File: src/rtl/sha256_msg_padder.sv
// SHA-256 message padder: streams big-endian message words into the scheduler's
// 16-word block memory, appending 0x80, zero fill and the 64-bit bit length.
module sha256_msg_padder #(
  parameter int LEN_BITS = 64
) (
  input  logic        clk,
  input  logic        reset_n,
  input  logic [31:0] in_data,
  input  logic        in_valid,
  input  logic        in_last,
  input  logic [2:0]  in_nbytes,
  output logic        in_ready,
  output logic [31:0] message_word_out,
  output logic [3:0]  message_word_addr,
  output logic        write_enable_out,
  output logic        start_new_block,
  output logic        block_last,
  input  logic        block_done,
  output logic        msg_done,
  output logic        busy
);

  typedef enum logic [2:0] {LOAD, PAD, LEN_HI, LEN_LO, BLK_WAIT} state_t;

  state_t              state;
  logic [3:0]          word_cnt;
  logic [LEN_BITS-1:0] bit_len;
  logic                final_blk;  // block being closed carries the length
  logic                extra_blk;  // 0x80 landed at 14/15: length goes in a further block
  logic                need_80;    // last beat was full, 0x80 still owed as the next word
  logic                snb_pend;   // start_new_block due on the first BLK_WAIT cycle

  logic [2:0]  n_eff;
  logic [31:0] last_word;
  logic [63:0] len64;
  logic        accept;

  always_comb begin
    n_eff = (in_nbytes > 3'd4) ? 3'd4 : in_nbytes;
    case (n_eff)
      3'd0:    last_word = 32'h8000_0000;
      3'd1:    last_word = {in_data[31:24], 24'h80_0000};
      3'd2:    last_word = {in_data[31:16], 16'h8000};
      3'd3:    last_word = {in_data[31:8], 8'h80};
      default: last_word = in_data;
    endcase
  end

  assign len64  = 64'(bit_len);
  assign accept = in_valid && in_ready;

  always_ff @(posedge clk) begin
    if (!reset_n) begin
      state             <= LOAD;
      word_cnt          <= 4'd0;
      bit_len           <= '0;
      final_blk         <= 1'b0;
      extra_blk         <= 1'b0;
      need_80           <= 1'b0;
      snb_pend          <= 1'b0;
      in_ready          <= 1'b1;
      message_word_out  <= 32'h0;
      message_word_addr <= 4'd0;
      write_enable_out  <= 1'b0;
      start_new_block   <= 1'b0;
      block_last        <= 1'b0;
      msg_done          <= 1'b0;
      busy              <= 1'b0;
    end else begin
      // NOTE: strobes default low here so every later non-blocking assignment in this
      // block overrides them; all state updates use <= so reads see last-cycle values.
      write_enable_out <= 1'b0;
      start_new_block  <= 1'b0;
      block_last       <= 1'b0;
      msg_done         <= 1'b0;

      case (state)
        LOAD: begin
          if (accept) begin
            busy              <= 1'b1;
            write_enable_out  <= 1'b1;
            message_word_addr <= word_cnt;
            word_cnt          <= word_cnt + 4'd1;
            if (!in_last) begin
              message_word_out <= in_data;
              bit_len          <= bit_len + LEN_BITS'(32);
              if (word_cnt == 4'd15) begin
                state     <= BLK_WAIT;
                in_ready  <= 1'b0;
                final_blk <= 1'b0;
                snb_pend  <= 1'b1;
              end
            end else begin
              message_word_out <= last_word;
              bit_len          <= bit_len + LEN_BITS'({n_eff, 3'b000});
              in_ready         <= 1'b0;
              need_80          <= (n_eff == 3'd4);
              extra_blk        <= (n_eff != 3'd4) && (word_cnt >= 4'd14);
              if (word_cnt == 4'd15) begin
                state     <= BLK_WAIT;
                final_blk <= 1'b0;
                snb_pend  <= 1'b1;
              end else if (word_cnt == 4'd13 && n_eff != 3'd4) begin
                state <= LEN_HI;
              end else begin
                state <= PAD;
              end
            end
          end
        end

        PAD: begin
          write_enable_out  <= 1'b1;
          message_word_addr <= word_cnt;
          word_cnt          <= word_cnt + 4'd1;
          message_word_out  <= need_80 ? 32'h8000_0000 : 32'h0;
          need_80           <= 1'b0;
          if (need_80 && word_cnt >= 4'd14) extra_blk <= 1'b1;
          if (word_cnt == 4'd15) begin
            state     <= BLK_WAIT;
            final_blk <= 1'b0;
            snb_pend  <= 1'b1;
          end else if (word_cnt == 4'd13) begin
            state <= LEN_HI;
          end
        end

        LEN_HI: begin
          write_enable_out  <= 1'b1;
          message_word_addr <= word_cnt;
          word_cnt          <= word_cnt + 4'd1;
          message_word_out  <= len64[63:32];
          state             <= LEN_LO;
        end

        LEN_LO: begin
          write_enable_out  <= 1'b1;
          message_word_addr <= word_cnt;
          word_cnt          <= word_cnt + 4'd1;
          message_word_out  <= len64[31:0];
          state             <= BLK_WAIT;
          final_blk         <= 1'b1;
          snb_pend          <= 1'b1;
        end

        BLK_WAIT: begin
          start_new_block <= snb_pend;
          block_last      <= snb_pend && final_blk;
          snb_pend        <= 1'b0;
          // An acknowledge coinciding with (or preceding) the pulse is not for this block.
          if (block_done && !snb_pend && !start_new_block) begin
            word_cnt <= 4'd0;
            if (final_blk) begin
              msg_done  <= 1'b1;
              busy      <= 1'b0;
              bit_len   <= '0;
              final_blk <= 1'b0;
              state     <= LOAD;
              in_ready  <= 1'b1;
            end else if (extra_blk || need_80) begin
              extra_blk <= 1'b0;
              state     <= PAD;
            end else begin
              state    <= LOAD;
              in_ready <= 1'b1;
            end
          end
        end

        default: state <= LOAD;
      endcase
    end
  end

endmodule

File: config.mk
export PLATFORM = sky130hd
export DESIGN_NAME = sha256_msg_padder
export DESIGN_NICKNAME = d
export VERILOG_FILES = /design/src/rtl/sha256_msg_padder.sv
export SDC_FILE = /design/constraint.sdc
export NUM_CORES = 1
export LEC_CHECK = 0
export BUFFER_PORTS_ARGS = -buffer_cell sky130_fd_sc_hd__buf_4
export CORE_ASPECT_RATIO = 0.5
export CORE_UTILIZATION = 30
export CTS_CLUSTER_DIAMETER = 100
export DETAILED_ROUTE_END_ITERATION = 6
export PLACE_DENSITY = 0.51
export SLEW_MARGIN = 20
export SYNTH_ARGS = -nofsm -noshare
export SYNTH_HDL_FRONTEND = slang
export SYNTH_SLANG_ARGS = --single-unit
File: constraint.sdc
create_clock -name clk -period 2 [get_ports clk]
set_input_delay 0.3 -clock clk [delete_from_list [all_inputs] [get_ports clk]]
set_output_delay 0.3 -clock clk [all_outputs]
set_load 0.02 [all_outputs]
== Word-level counts from Yosys, hierarchy flattened ==
Cells that the tools add are included.
Word-level totals
  bits in registers: 117
  latch bits: 0
  bits in writable memories: 0
  bits in read-only memories: 0
  bits of input ports: 40
  output and inout bits: 42
  word-level logic and storage cells: 131
  memories: 0
Operators by class
  $add $sub $neg: 3
  multiply operators: 0
  div/mod/pow operators: 0
  order comparisons: 2
  equality and inequality tests: 21
  shift operators: 0
  muxes and demuxes: 58
  bitwise operators: 0
  reduce and logical (&&, ||, !) cells: 32
Operators with widths (count)
  64-bit two-way mux: 4
  32-bit one-hot mux with 4 select lines: 2
  64-bit one-hot mux with 2 select lines: 1
  32-bit two-way mux: 3
  64-bit by 6-bit adder with 64-bit output: 1
  64-bit by 6-bit adder with 64-bit output (second input constant): 1
  1-bit two-way mux: 26
  3-bit two-way mux: 8
  3-bit one-hot mux with 5 select lines: 1
  2-bit != test (second input constant): 7
  3-bit by 2-bit == test with 1-bit output (second input constant): 4
  4-bit two-way mux: 3
  3-bit != test (second input constant): 4
  4-bit one-hot mux with 3 select lines: 1
  3-bit AND reduction: 4
  4-bit == test (second input constant): 2
  1-bit one-hot mux with 2 select lines: 4
  1-bit one-hot mux with 4 select lines: 2
  4-bit one-hot mux with 2 select lines: 1
  2-bit AND reduction: 4
  4-bit AND reduction: 2
  4-bit nonzero test: 2
  1-bit logical AND: 7
  7-bit AND reduction: 1
  14 further kinds: 21

== Depth between registers and ports, before layout ==
Gate-level depths: netlist of the first run.
  depth after elaboration: 9
  depth in mapped cells: 11

== Worst setup path before layout of the first run ==
Ideal clock, no wire load.
  path kind: input -> register
  start: input in_nbytes[0]
  end: register bit_len[61]
  library setup time: 120 ps
  arrival time: 2098 ps
  setup slack: -218 ps
  cell stages on the path: 9
  cell sequence: inv_1 nor2_1 ha_1 fa_1 nand2_1 a2111oi_2 nand3_1 o41a_1 a211o_1
Between the ends
  word-level cells in the longest chain between the ends: 6
RTL lines
  start, declared: RTL line 11  | input logic [2:0] in_nbytes,
  3-bit greater-than comparator: RTL line 39  | n_eff = (in_nbytes > 3'd4) ? 3'd4 : in_nbytes;
  3-bit two-way mux *: RTL line 39
  64-bit by 6-bit adder with 64-bit output *: RTL line 95  | bit_len <= bit_len + LEN_BITS'({n_eff, 3'b000});
  64-bit two-way mux *: RTL line 84  | if (!in_last) begin
  64-bit two-way mux *: RTL line 79  | if (accept) begin
  64-bit one-hot mux with 2 select lines *: RTL line 77  | case (state)
  end signal, assigned: RTL line 86  | bit_len <= bit_len + LEN_BITS'(32);
  end signal, assigned: RTL line 95
  end, declared: RTL line 27  | logic [LEN_BITS-1:0] bit_len;
Every way passes the cells marked *; elsewhere a longest branch is shown, timed or not. The select of a mux whose other input is x is not followed.
A chain may end at the register's enable or synchronous reset.

== Final worst setup path of the first run ==
  start: register bit_len[3]
  end: register bit_len[61]
Between the ends
  word-level cells in the longest chain between the ends: 4
RTL lines (RTL line)
  64-bit by 6-bit adder with 64-bit output, on equally long branches: 86, 95
  64-bit two-way mux *: 84
  64-bit two-way mux *: 79
  64-bit one-hot mux with 2 select lines *: 77
Marked as above.

==> impl_metrics.toml, run 1 <==
[run_status]
run_status = "finished with violations"
violations = "setup timing"

[sta]
hold_viol = 0
setup_slack_ns = -0.0782
max_slew_violation_count = 0
max_clock_freq_ghz = 0.481
min_period_over_period_pct = 104
slew_headroom_pct = 71.1
setup_violators_final = 2
final_skew_ns = 0.0130
worst_hold_slack_ns = 0.155
min_period_ns = 2.08
worstMarginPinSlew_ns = 0.423
setup_repair_after_global_routing_missed_its_margin = "true"
fin_tns_setup_ns = -0.144

[power_and_ir_drop]
lkg_pwr_nw = 3.77
switching_share_pct = 33.2
power-per-cell-area_mw_per_mm2 = 881
sequentialPowerShare_pct = 30.7
fin_total_pwr_mw = 8.56
peakVddDrop_uv = 597
combPwrFrac_pct = 30.3
internal_power_mw = 5.72
pwr-share-clk_pct = 39.0
power.net_switching_mw = 2.84

[yosys]
post_synth_inst_count = 875
ys.flop_type = "dfxtp_1"
synth_edf_count = 0
postSynthRegisterBits = 114
synth.lib_cells_used.distinct = 71
syn_avg_cell_area_um2 = 7.65
postSynth.asyncResetShare_pct = 0
proportion_of_synthesized_chip_area_in_sequential_cells_pct = 34.1
mappedNetlistNets = 923
ys.warnings.count = 0
syn-cell-area_mm2 = 0.00670

[drt]
vias = 7724
drt-pass1-iter-count = 5
drt_drc_violations_left = 0
drt_wl_total_um = 27500
ant_nets = 0
drt-initial-drc-count = 775
avgRoutedWirePerCell_um = 19.8
via_density_per_instance = 5.56

[cts]
cts_sinks = 114
clk_root_buffer_cell = "clkbuf_16"
insertion_delay_ns = 0.43
tritoncts = "done"
cts-buffers-inserted = 17
hold_buffers = 0
htreeDepth = 4
cts.clk_slew.worst_paths_ns = 0.06
clock_tree.buffer_depth = 2

[final_layout]
finalNonFillerCells = 1389
post-route-cell-area_mm2 = 0.00972
antennaDiodeCount = 0
nets = 1125
fillers = 2222
mostFrequentLayoutCell = "buf_4"
layout-drive-gt1-share_pct = 32.2
final_cell_mix = "buf_4 (248), dfxtp_1 (106), nand2_1 (85)"
area.growth.synth_to_final_pct = 45.2

[job]
drv.max_cap_violation_count = 0

[worst_setup_path]
crit_type = "reg -> reg"
crit_path_launch_type = "flip-flop"
worst_endpoint_data_arrival_time_ns = 2.39
worst-endpoint-required_ns = 2.31
worstSetupEndpointType = "flip-flop"
crit_fanout = 3

[grt]
grt_pass1_vias = 7424
grt_pass1_wl_um = 41900
remaining_global_route_overflow = 0
grtUsageTotal_pct = 24.2
antenna_found_initial = 1
grt_start_max_net_pins = 47

[worst_hold_path]
hp-class = "in -> reg"

[die]
floorplan.die.width_um = 213
rows = 38
chipHeight_um = 108
core-area_mm2 = 0.0218
die_area_mm2 = 0.0230
boundaryPins = 82
start_util_pct = 30.8

[placement]
finalWeightedCongestion = 0.970
port_buffers = 81
placed_cells_incl_taps = 1354
postPlaceCellArea_mm2 = 0.00884
detailedPlacementHpwl_um = 20600
==> synth_stat cells, drive strengths merged (3+ instances only) <==
cell type / number / share of area (%)
inv: 17 / 0.95
buf: 16 / 1.2
o31a: 3 / 0.39
a211o: 10 / 1.3
dfxtp: 114 / 34
ha: 7 / 1.3
a311oi: 9 / 1.2
o311ai: 5 / 0.65
xor2: 4 / 0.52
nand3: 49 / 3.7
nand4: 31 / 2.9
o211ai: 15 / 1.7
or4: 6 / 0.67
nor4b: 6 / 0.78
or3: 7 / 0.65
a31oi: 22 / 2.1
o2bb2ai: 9 / 1.2
or2: 3 / 0.28
and3: 21 / 2.0
mux2i: 24 / 3.6
nor2b: 5 / 0.47
a211oi: 23 / 2.7
a41oi: 6 / 0.78
nand2: 87 / 4.9
clkbuf: 58 / 3.3
nor2: 81 / 4.5
a21oi: 49 / 3.7
nor3: 46 / 3.4
and2: 9 / 0.84
o21ai: 44 / 3.3
nand2b: 3 / 0.28
nor3b: 3 / 0.34
a21o: 9 / 1.0
a221oi: 3 / 0.39
a32oi: 11 / 1.4
and4: 7 / 0.93
nor4: 14 / 1.3
==> per-layer routing <==
metal,up-vias,routed length (um),GRT usage [%]
met5,-,0,0
met4,0,452,6.02
met3,38,1670,4.64
met2,208,11900,37.2
met1,3766,13500,34.5
li1,3712,-,-
==> power by group through the flow <==
stage | combinational [mW] | clock [mW] | sequential (mW)
floorplan | 1.23 | 0 | 2.86
global placement | 2.52 | 0 | 2.67
detailed placement | 2.53 | 0 | 2.67
CTS | 2.55 | 3.38 | 2.63
global route | 2.80 | 3.48 | 2.66
finish | 2.59 | 3.34 | 2.63
==> per-stage QoR <==
| step | worst slack [ns] | utilization (%) |
|---|---|---|
| 4_1_cts | -0.0298 | 43.7 |
| 5_1_grt | -0.135 | 44.6 |
| 6_report | -0.0782 | 44.6 |
| 3_5_place_dp | -0.387 | 40.6 |
| 3_3_place_gp | -0.376 | 40.6 |
| 2_1_floorplan | -0.152 | - |
==> final timing paths <==
| kind | end | slack [ns] | start | depth (start not counted) |
|---|---|---|---|---|
| setup / recovery | bit_len[61]$_SDFFE_PN0P_ | -0.08 | bit_len[3]$_SDFFE_PN0P_ | 7 |
| hold reg to reg | message_word_out[12]$_SDFFE_PN0P_ | 0.45 | message_word_out[12]$_SDFFE_PN0P_ | 2 |
| hold / removal | message_word_out[6]$_SDFFE_PN0P_ | 0.16 | in_data[6] | 3 |
| setup reg to reg | bit_len[61]$_SDFFE_PN0P_ | -0.08 | bit_len[3]$_SDFFE_PN0P_ | 7 |
==> cell families (layout without fill, tap and decap cells) <==
kind of cell | Yosys count | after routing | share of synthesized area, %
compound gates | 245 | 245 | 25.3
xor+xnor | 4 | 4 | 0.523
fa+ha+maj | 8 | 8 | 1.61
buf+inv | 91 | 305 | 5.36
flops | 114 | 114 | 34.1
mux | 25 | 25 | 3.76
simple gates | 388 | 388 | 29.4
==> state kept, by name, summed over array words and instances, names as in the netlist <==
signal,count
state,3
in_ready,1
message_word_addr,4
need_80,1
start_new_block,1
bit_len,61
extra_blk,1
block_last,1
write_enable_out,1
word_cnt,4
snb_pend,1
busy,1
msg_done,1
final_blk,1
message_word_out,32
==> critical path, cell delays in order (launching register included) <==
cell and delay, ns:
dfxtp_2 0.35, ha_4 0.14, fa_2 0.22, nand2_4 0.07
a2111oi_4 0.42, nand3_2 0.15, o41a_1 0.38, a211o_1 0.22
==> cell type report <==
class	count	area [um2]	share of cell area, %
Sequential cell	114	2290	23.6
Inverter	17	76.3	0.785
Clock buffer	21	470	4.84
Timing Repair Buffer	257	2020	20.7
Tap cell	300	375	3.86
Clock inverter	10	156	1.61
Multi-Input combinational cell	670	4340	44.6
==> timing repair <==
| item | 4_1_cts | 5_1_grt |
|---|---|---|
| endpoints found under the hold margin | 0 | 0 |
| pin swaps | 6 | 9 |
| endpoints found under the setup margin | 28 | 48 |
| gates resized for setup | 12 | 43 |
| buffers inserted | 2 | 2 |
| cloned | 0 | 0 |
(Power assumes the default switching activity.)
==> run 2, diff against run 1 <==
BUFFER_PORTS_ARGS = default   (was -buffer_cell sky130_fd_sc_hd__buf_4)
DONT_BUFFER_PORTS = 1   (was default)
PLACE_DENSITY = 0.48   (was 0.51)
==> run 2 against run 1 <==
The run still ends with setup timing left. Maximum frequency increased by 0.99%. Non-clock buffer count shrank 76. Setup slack improved by 0.020 ns. Critical path type unchanged.
==> impl_metrics.toml, run 2 (synthesis gave the netlist of run 1 again) <==
[worst_hold_path]
hp-class = "in -> reg"
hold_sp = "reset_n"
whs_path_depth = 2
min_to = "extra_blk$_SDFFE_PN0P_"

[grt]
grt_most_used_layer = "met2"
grt_pass1_wl_um = 40700
grt_pass1_vias = 6954
remaining_global_route_overflow = 0
grt_start_max_net_pins = 50
antenna_found_initial = 1
grt_util_met3_pct = 4.64
groute.layer.met1.usage_pct = 34.4
grtUsageTotal_pct = 23.7
grt_util_met2_pct = 35.4

[worst_setup_path]
ff2ff_setup_slack_ns = -0.06
worstSetupEndpointType = "flip-flop"
critPathMaxStageDelay_ns = 0.36
r2r_cells = 8
crit_path_top_delay_cell = "a2111oi_4"
crit_path_launch_type = "flip-flop"
crit_fanout = 4
timing.rr.end = "bit_len[53]$_SDFFE_PN0P_"
worstPathBufferInverterCount = 1
worstPathCellList = "ha_4 > fa_2 > nand2_4 > a2111oi_4 > nand3_2 > buf_6 > o31a_1 > a211o_1"
worst-endpoint-required_ns = 2.31
worst_endpoint_data_arrival_time_ns = 2.37
timing.critical_path.max_delay_family = "compound AO/OA/AOI/OAI gates"
r2r-start = "bit_len[3]$_SDFFE_PN0P_"
crit_type = "reg -> reg"

[cts]
htreeDepth = 4
cts_sinks = 114
cts-buffers-inserted = 17
insertion_delay_ns = 0.44
clock_tree.buffer_depth = 2
clk_root_buffer_cell = "clkbuf_16"
tritoncts = "done"
cts.clk_slew.worst_paths_ns = 0.06

[run_status]
run_status = "finished with violations"
violations = "setup timing"

[sta]
worst_hold_slack_ns = 0.0140
min_period_over_period_pct = 103
setup_slack_ns = -0.0578
worstMarginPinSlew_ns = 0.567
final_skew_ns = 0.0151
min_period_ns = 2.06
setup_violators_final = 4
max_clock_freq_ghz = 0.486
setup_repair_after_global_routing_missed_its_margin = "true"
slew_headroom_pct = 62.2
hold_viol = 0
max_slew_violation_count = 0

[final_layout]
mostFrequentLayoutCell = "buf_4"
nets = 1049
seqCellArea_mm2 = 0.00230
area_of_the_multi_input_gates_mm2 = 0.00436
final_cell_mix = "buf_4 (168), dfxtp_1 (107), nand2_1 (86)"
largest_register = "bit_len"
layout-drive-gt1-share_pct = 27.0
antennaDiodeCount = 0
area.growth.synth_to_final_pct = 37.7
largest_registers = "bit_len: 61 flops, message_word_out: 32 flops"
finish.utilization_pct = 42.4
fillers = 2234
largest_register_ffs = 61
finalNonFillerCells = 1314

[die]
floorplan.die.width_um = 213
chipHeight_um = 108
rows = 38
die_area_mm2 = 0.0230
boundaryPins = 82
start_util_pct = 30.8
core-area_mm2 = 0.0218

[drt]
avgRoutedWirePerCell_um = 20.8
drt_wl_total_um = 27300
vias = 7563
ant_nets = 0
drt-initial-drc-count = 716
via_density_per_instance = 5.76
drt-pass1-iter-count = 5
drt_drc_violations_left = 0

[power_and_ir_drop]
lkg_pwr_nw = 3.42
power.net_switching_mw = 2.78
fin_total_pwr_mw = 8.33
power-per-cell-area_mw_per_mm2 = 903
internal_power_mw = 5.55
sequentialPowerShare_pct = 34.5
pwr-share-clk_pct = 41.4
combPwrFrac_pct = 24.1
switching_share_pct = 33.3
peakVddDrop_uv = 571

[placement]
port_buffers = 0
placement.setup.worst_slack_ns = -0.238
placed_cells_incl_taps = 1269
detailedPlacementHpwl_um = 20200
finalWeightedCongestion = 0.961

[job]
drv.max_cap_violation_count = 0
-- run 2: worst max-delay path by stage --
stage / slack [ns] / from / endpoint / cells after the start
6_report: -0.06 / bit_len[3]$_SDFFE_PN0P_ / bit_len[53]$_SDFFE_PN0P_ / 8
4_1_cts: -0.009 / bit_len[3]$_SDFFE_PN0P_ / bit_len[53]$_SDFFE_PN0P_ / 8
3_3_place_gp: -0.21 / in_nbytes[1] / bit_len[61]$_SDFFE_PN0P_ / 7
5_1_grt: -0.12 / bit_len[27]$_SDFFE_PN0P_ / bit_len[52]$_SDFFE_PN0P_ / 6
2_1_floorplan: -0.15 / in_nbytes[0] / bit_len[61]$_SDFFE_PN0P_ / 9
3_5_place_dp: -0.24 / in_nbytes[1] / bit_len[61]$_SDFFE_PN0P_ / 7
-- run 2: layer usage --
layer | vias to the layer above | wire length (um)
li1 | 3553 | -
met1 | 3729 | 13400
met2 | 256 | 11900
met3 | 25 | 1590
met4 | 0 | 395
met5 | - | 0
-- run 2: power groups by stage --
stage	sequential (mW)	clock (mW)	combinational (mW)
final	2.87	3.45	2.01
after global routing	2.90	3.62	2.17
after CTS	2.87	3.50	1.95
after detailed placement	2.92	0	1.92
after global placement	2.91	0	1.90
after floorplan	2.86	0	1.23
-- run 2: worst register-to-register path: stages (launching register included) --
cell,delay (ns)
dfxtp_2,0.35
ha_4,0.15
fa_2,0.24
nand2_4,0.10
a2111oi_4,0.36
nand3_2,0.14
buf_6,0.14
o31a_1,0.23
a211o_1,0.22
-- run 2: stage by stage --
| step | instance area [um2] | TNS, ns |
|---|---|---|
| final | 9220 | -0.196 |
| after floorplan | 6760 | -0.244 |
| after global placement | 8190 | -2.41 |
| after global routing | 9220 | -0.935 |
| after CTS | 8970 | -0.0143 |
| after detailed placement | 8190 | -3.80 |
-- run 2: cell type report --
cell class,instances,share of cell area [%]
repair buffers,181,15.8
multi-input cells,670,47.2
well taps,300,4.07
clock buffers,19,4.91
inverters,17,0.828
flip-flops and latches,114,24.9
clock inverters,13,2.24
-- run 2: what timing repair did --
| action | in CTS | in global routing |
|---|---|---|
| hold endpoints to repair | 3 | 0 |
| setup endpoints to repair | 32 | 44 |
| resized for setup | 17 | 47 |
| pin swaps | 8 | 13 |
| hold buffers | 1 | 0 |
| setup buffers | 6 | 6 |
==> run 3, diff against run 2 <==
CORE_ASPECT_RATIO = default   (was 0.5)
GPL_TIMING_DRIVEN = 0   (was default)
==> run 3 against run 2 <==
The flow still finishes with violations (setup timing). Largest cell class unchanged. Non-clock buffer count down 64. Flip-flop and latch count is the same. Worst hold slack gained 0.053 ns. Critical endpoint unchanged. Utilization fell by 2.5 points. Critical path depth stayed put. Die area shrank 0.16%. Final cell count down 6.4%. Largest power group unchanged.
==> impl_metrics.toml, run 3 (synthesis gave the netlist of run 1 again) <==
[cts]
tritoncts = "done"
hold_buffers = 0
clk_root_buffer_cell = "clkbuf_16"
cts-buffers-inserted = 17
htreeDepth = 4
cts.clk_slew.worst_paths_ns = 0.06
insertion_delay_ns = 0.43
clock_tree.buffer_depth = 2
cts_sinks = 114

[grt]
antenna_found_initial = 0
grt_pass1_wl_um = 40700
grtUsageTotal_pct = 24.2
remaining_global_route_overflow = 0
grt_most_used_layer = "met2"
grt_start_max_net_pins = 17
grt_util_met3_pct = 5.06
grt_util_met2_pct = 37.5
groute.layer.met1.usage_pct = 32.7
grt_pass1_vias = 6619

[worst_setup_path]
timing.rr.end = "bit_len[53]$_SDFFE_PN0P_"
ff2ff_setup_slack_ns = -0.05
timing.critical_path.max_delay_family = "compound AO/OA/AOI/OAI gates"
worstPathCellList = "ha_4 > fa_2 > nand2_4 > a2111oi_4 > nand3_2 > buf_6 > o31a_1 > a211o_1"
worst-endpoint-required_ns = 2.31
crit_path_top_delay_cell = "a2111oi_4"
crit_fanout = 3
worstPathBufferInverterCount = 1
r2r-start = "bit_len[3]$_SDFFE_PN0P_"
worst_endpoint_data_arrival_time_ns = 2.36
r2r_cells = 8
worstSetupEndpointType = "flip-flop"
crit_path_launch_type = "flip-flop"
critPathMaxStageDelay_ns = 0.36
crit_type = "reg -> reg"

[job]
drv.max_cap_violation_count = 0

[worst_hold_path]
hp-class = "in -> reg"
hold_sp = "in_data[28]"
whs_path_depth = 2
min_to = "message_word_out[28]$_SDFFE_PN0P_"

[die]
start_util_pct = 30.7
core-area_mm2 = 0.0218
chipHeight_um = 151
floorplan.die.width_um = 151
die_area_mm2 = 0.0229
boundaryPins = 82
rows = 54

[final_layout]
mostFrequentLayoutCell = "nand2_1"
final_cell_mix = "nand2_1 (84), dfxtp_1 (80), nor2_1 (76)"
largest_register_ffs = 61
nets = 985
antennaDiodeCount = 0
largest_register = "bit_len"
finalNonFillerCells = 1230
finish.utilization_pct = 39.9
layout-drive-gt1-share_pct = 23.8
largest_registers = "bit_len: 61 flops, message_word_out: 32 flops"
area.growth.synth_to_final_pct = 30.0
fillers = 2260

[placement]
port_buffers = 0
placed_cells_incl_taps = 1155
finalWeightedCongestion = 0.959
detailedPlacementHpwl_um = 20100

[sta]
hold_viol = 0
min_period_ns = 2.05
fin_tns_setup_ns = -0.195
min_period_over_period_pct = 103
max_clock_freq_ghz = 0.487
max_slew_violation_count = 0
slew_headroom_pct = 55.1
setup_violators_final = 6
final_skew_ns = 0.00888
setup_repair_after_global_routing_missed_its_margin = "true"
setup_slack_ns = -0.0532
worstMarginPinSlew_ns = 0.673

[drt]
vias = 7399
drt_drc_violations_left = 0
avgRoutedWirePerCell_um = 22.8
drt-initial-drc-count = 696
drt_wl_total_um = 28000
drt-pass1-iter-count = 5
via_density_per_instance = 6.02
ant_nets = 0

[power_and_ir_drop]
peakVddDrop_uv = 502
lkg_pwr_nw = 3.01
power-per-cell-area_mw_per_mm2 = 926

[run_status]
violations = "setup timing"
run_status = "finished with violations"
run 3: cell types whose count changed in the layout (fill, tap and decap cells not counted), moves of 6 or more:
cell | previous run | this run
buf_4 | 168 | 53
clkbuf_2 | 0 | 18
clkbuf_1 | 0 | 18
dfxtp_2 | 5 | 27
dfxtp_1 | 107 | 80
buf_6 | 6 | 12
clkbuf_4 | 0 | 8
run 3: metal layers:
layer	wire, um	vias to the layer above
li1	-	3442
met1	12000	3508
met2	12400	376
met3	2680	73
met4	901	0
met5	0	-
run 3: timing repair:
item | in CTS | in global routing
pin swaps | 24 | 15
gates resized for setup | 130 | 60
setup buffers | 40 | 15
endpoints found under the setup margin | 106 | 88
gates cloned | 0 | 1
hold endpoints to repair | 0 | 0
run 3: where the power goes:
part           internal (mW)  switching (mW)
Sequential              2.48           0.399
Clock                   1.88            1.23
Combinational          0.758            1.31
run 3: worst reg2reg max path: cells and delay by family, from the launching register on:
family	cells	cell delay, ns
compound gates	3	0.81
fa+ha+maj	2	0.37
buf+inv	1	0.15
flops	1	0.35
simple gates	2	0.25
run 3: metrics by stage:
step	power, mW	area [um2]	hold WS (ns)	worst slack [ns]
after floorplan	4.10	6760	0.445	-0.152
after global placement	4.68	7110	0.480	-1.18
after detailed placement	4.68	7110	0.483	-1.14
after CTS	7.95	8410	0.0664	-0.0378
after global routing	8.39	8700	0.0853	-0.121
final	8.06	8700	0.0675	-0.0532
run 3: area by class of cell:
cell class	count	area, um2	area share (%)
multi-input combinational	670	4520	51.9
clock inverter	14	156	1.80
tap	280	350	4.03
inverter	17	76.3	0.877
buffer	62	372	4.27
timing repair buffer	55	449	5.16
clock buffer	18	439	5.05
sequential	114	2340	26.9
run 3: worst max path at each step:
stage,endpoint,slack (ns),cells past startpoint,start
2_1_floorplan,bit_len[61]$_SDFFE_PN0P_,-0.15,9,in_nbytes[0]
3_3_place_gp,bit_len[18]$_SDFFE_PN0P_,-1.18,6,reset_n
3_5_place_dp,bit_len[18]$_SDFFE_PN0P_,-1.14,6,reset_n
4_1_cts,bit_len[61]$_SDFFE_PN0P_,-0.04,7,bit_len[5]$_SDFFE_PN0P_
5_1_grt,bit_len[60]$_SDFFE_PN0P_,-0.12,7,bit_len[5]$_SDFFE_PN0P_
6_report,bit_len[53]$_SDFFE_PN0P_,-0.05,8,bit_len[3]$_SDFFE_PN0P_
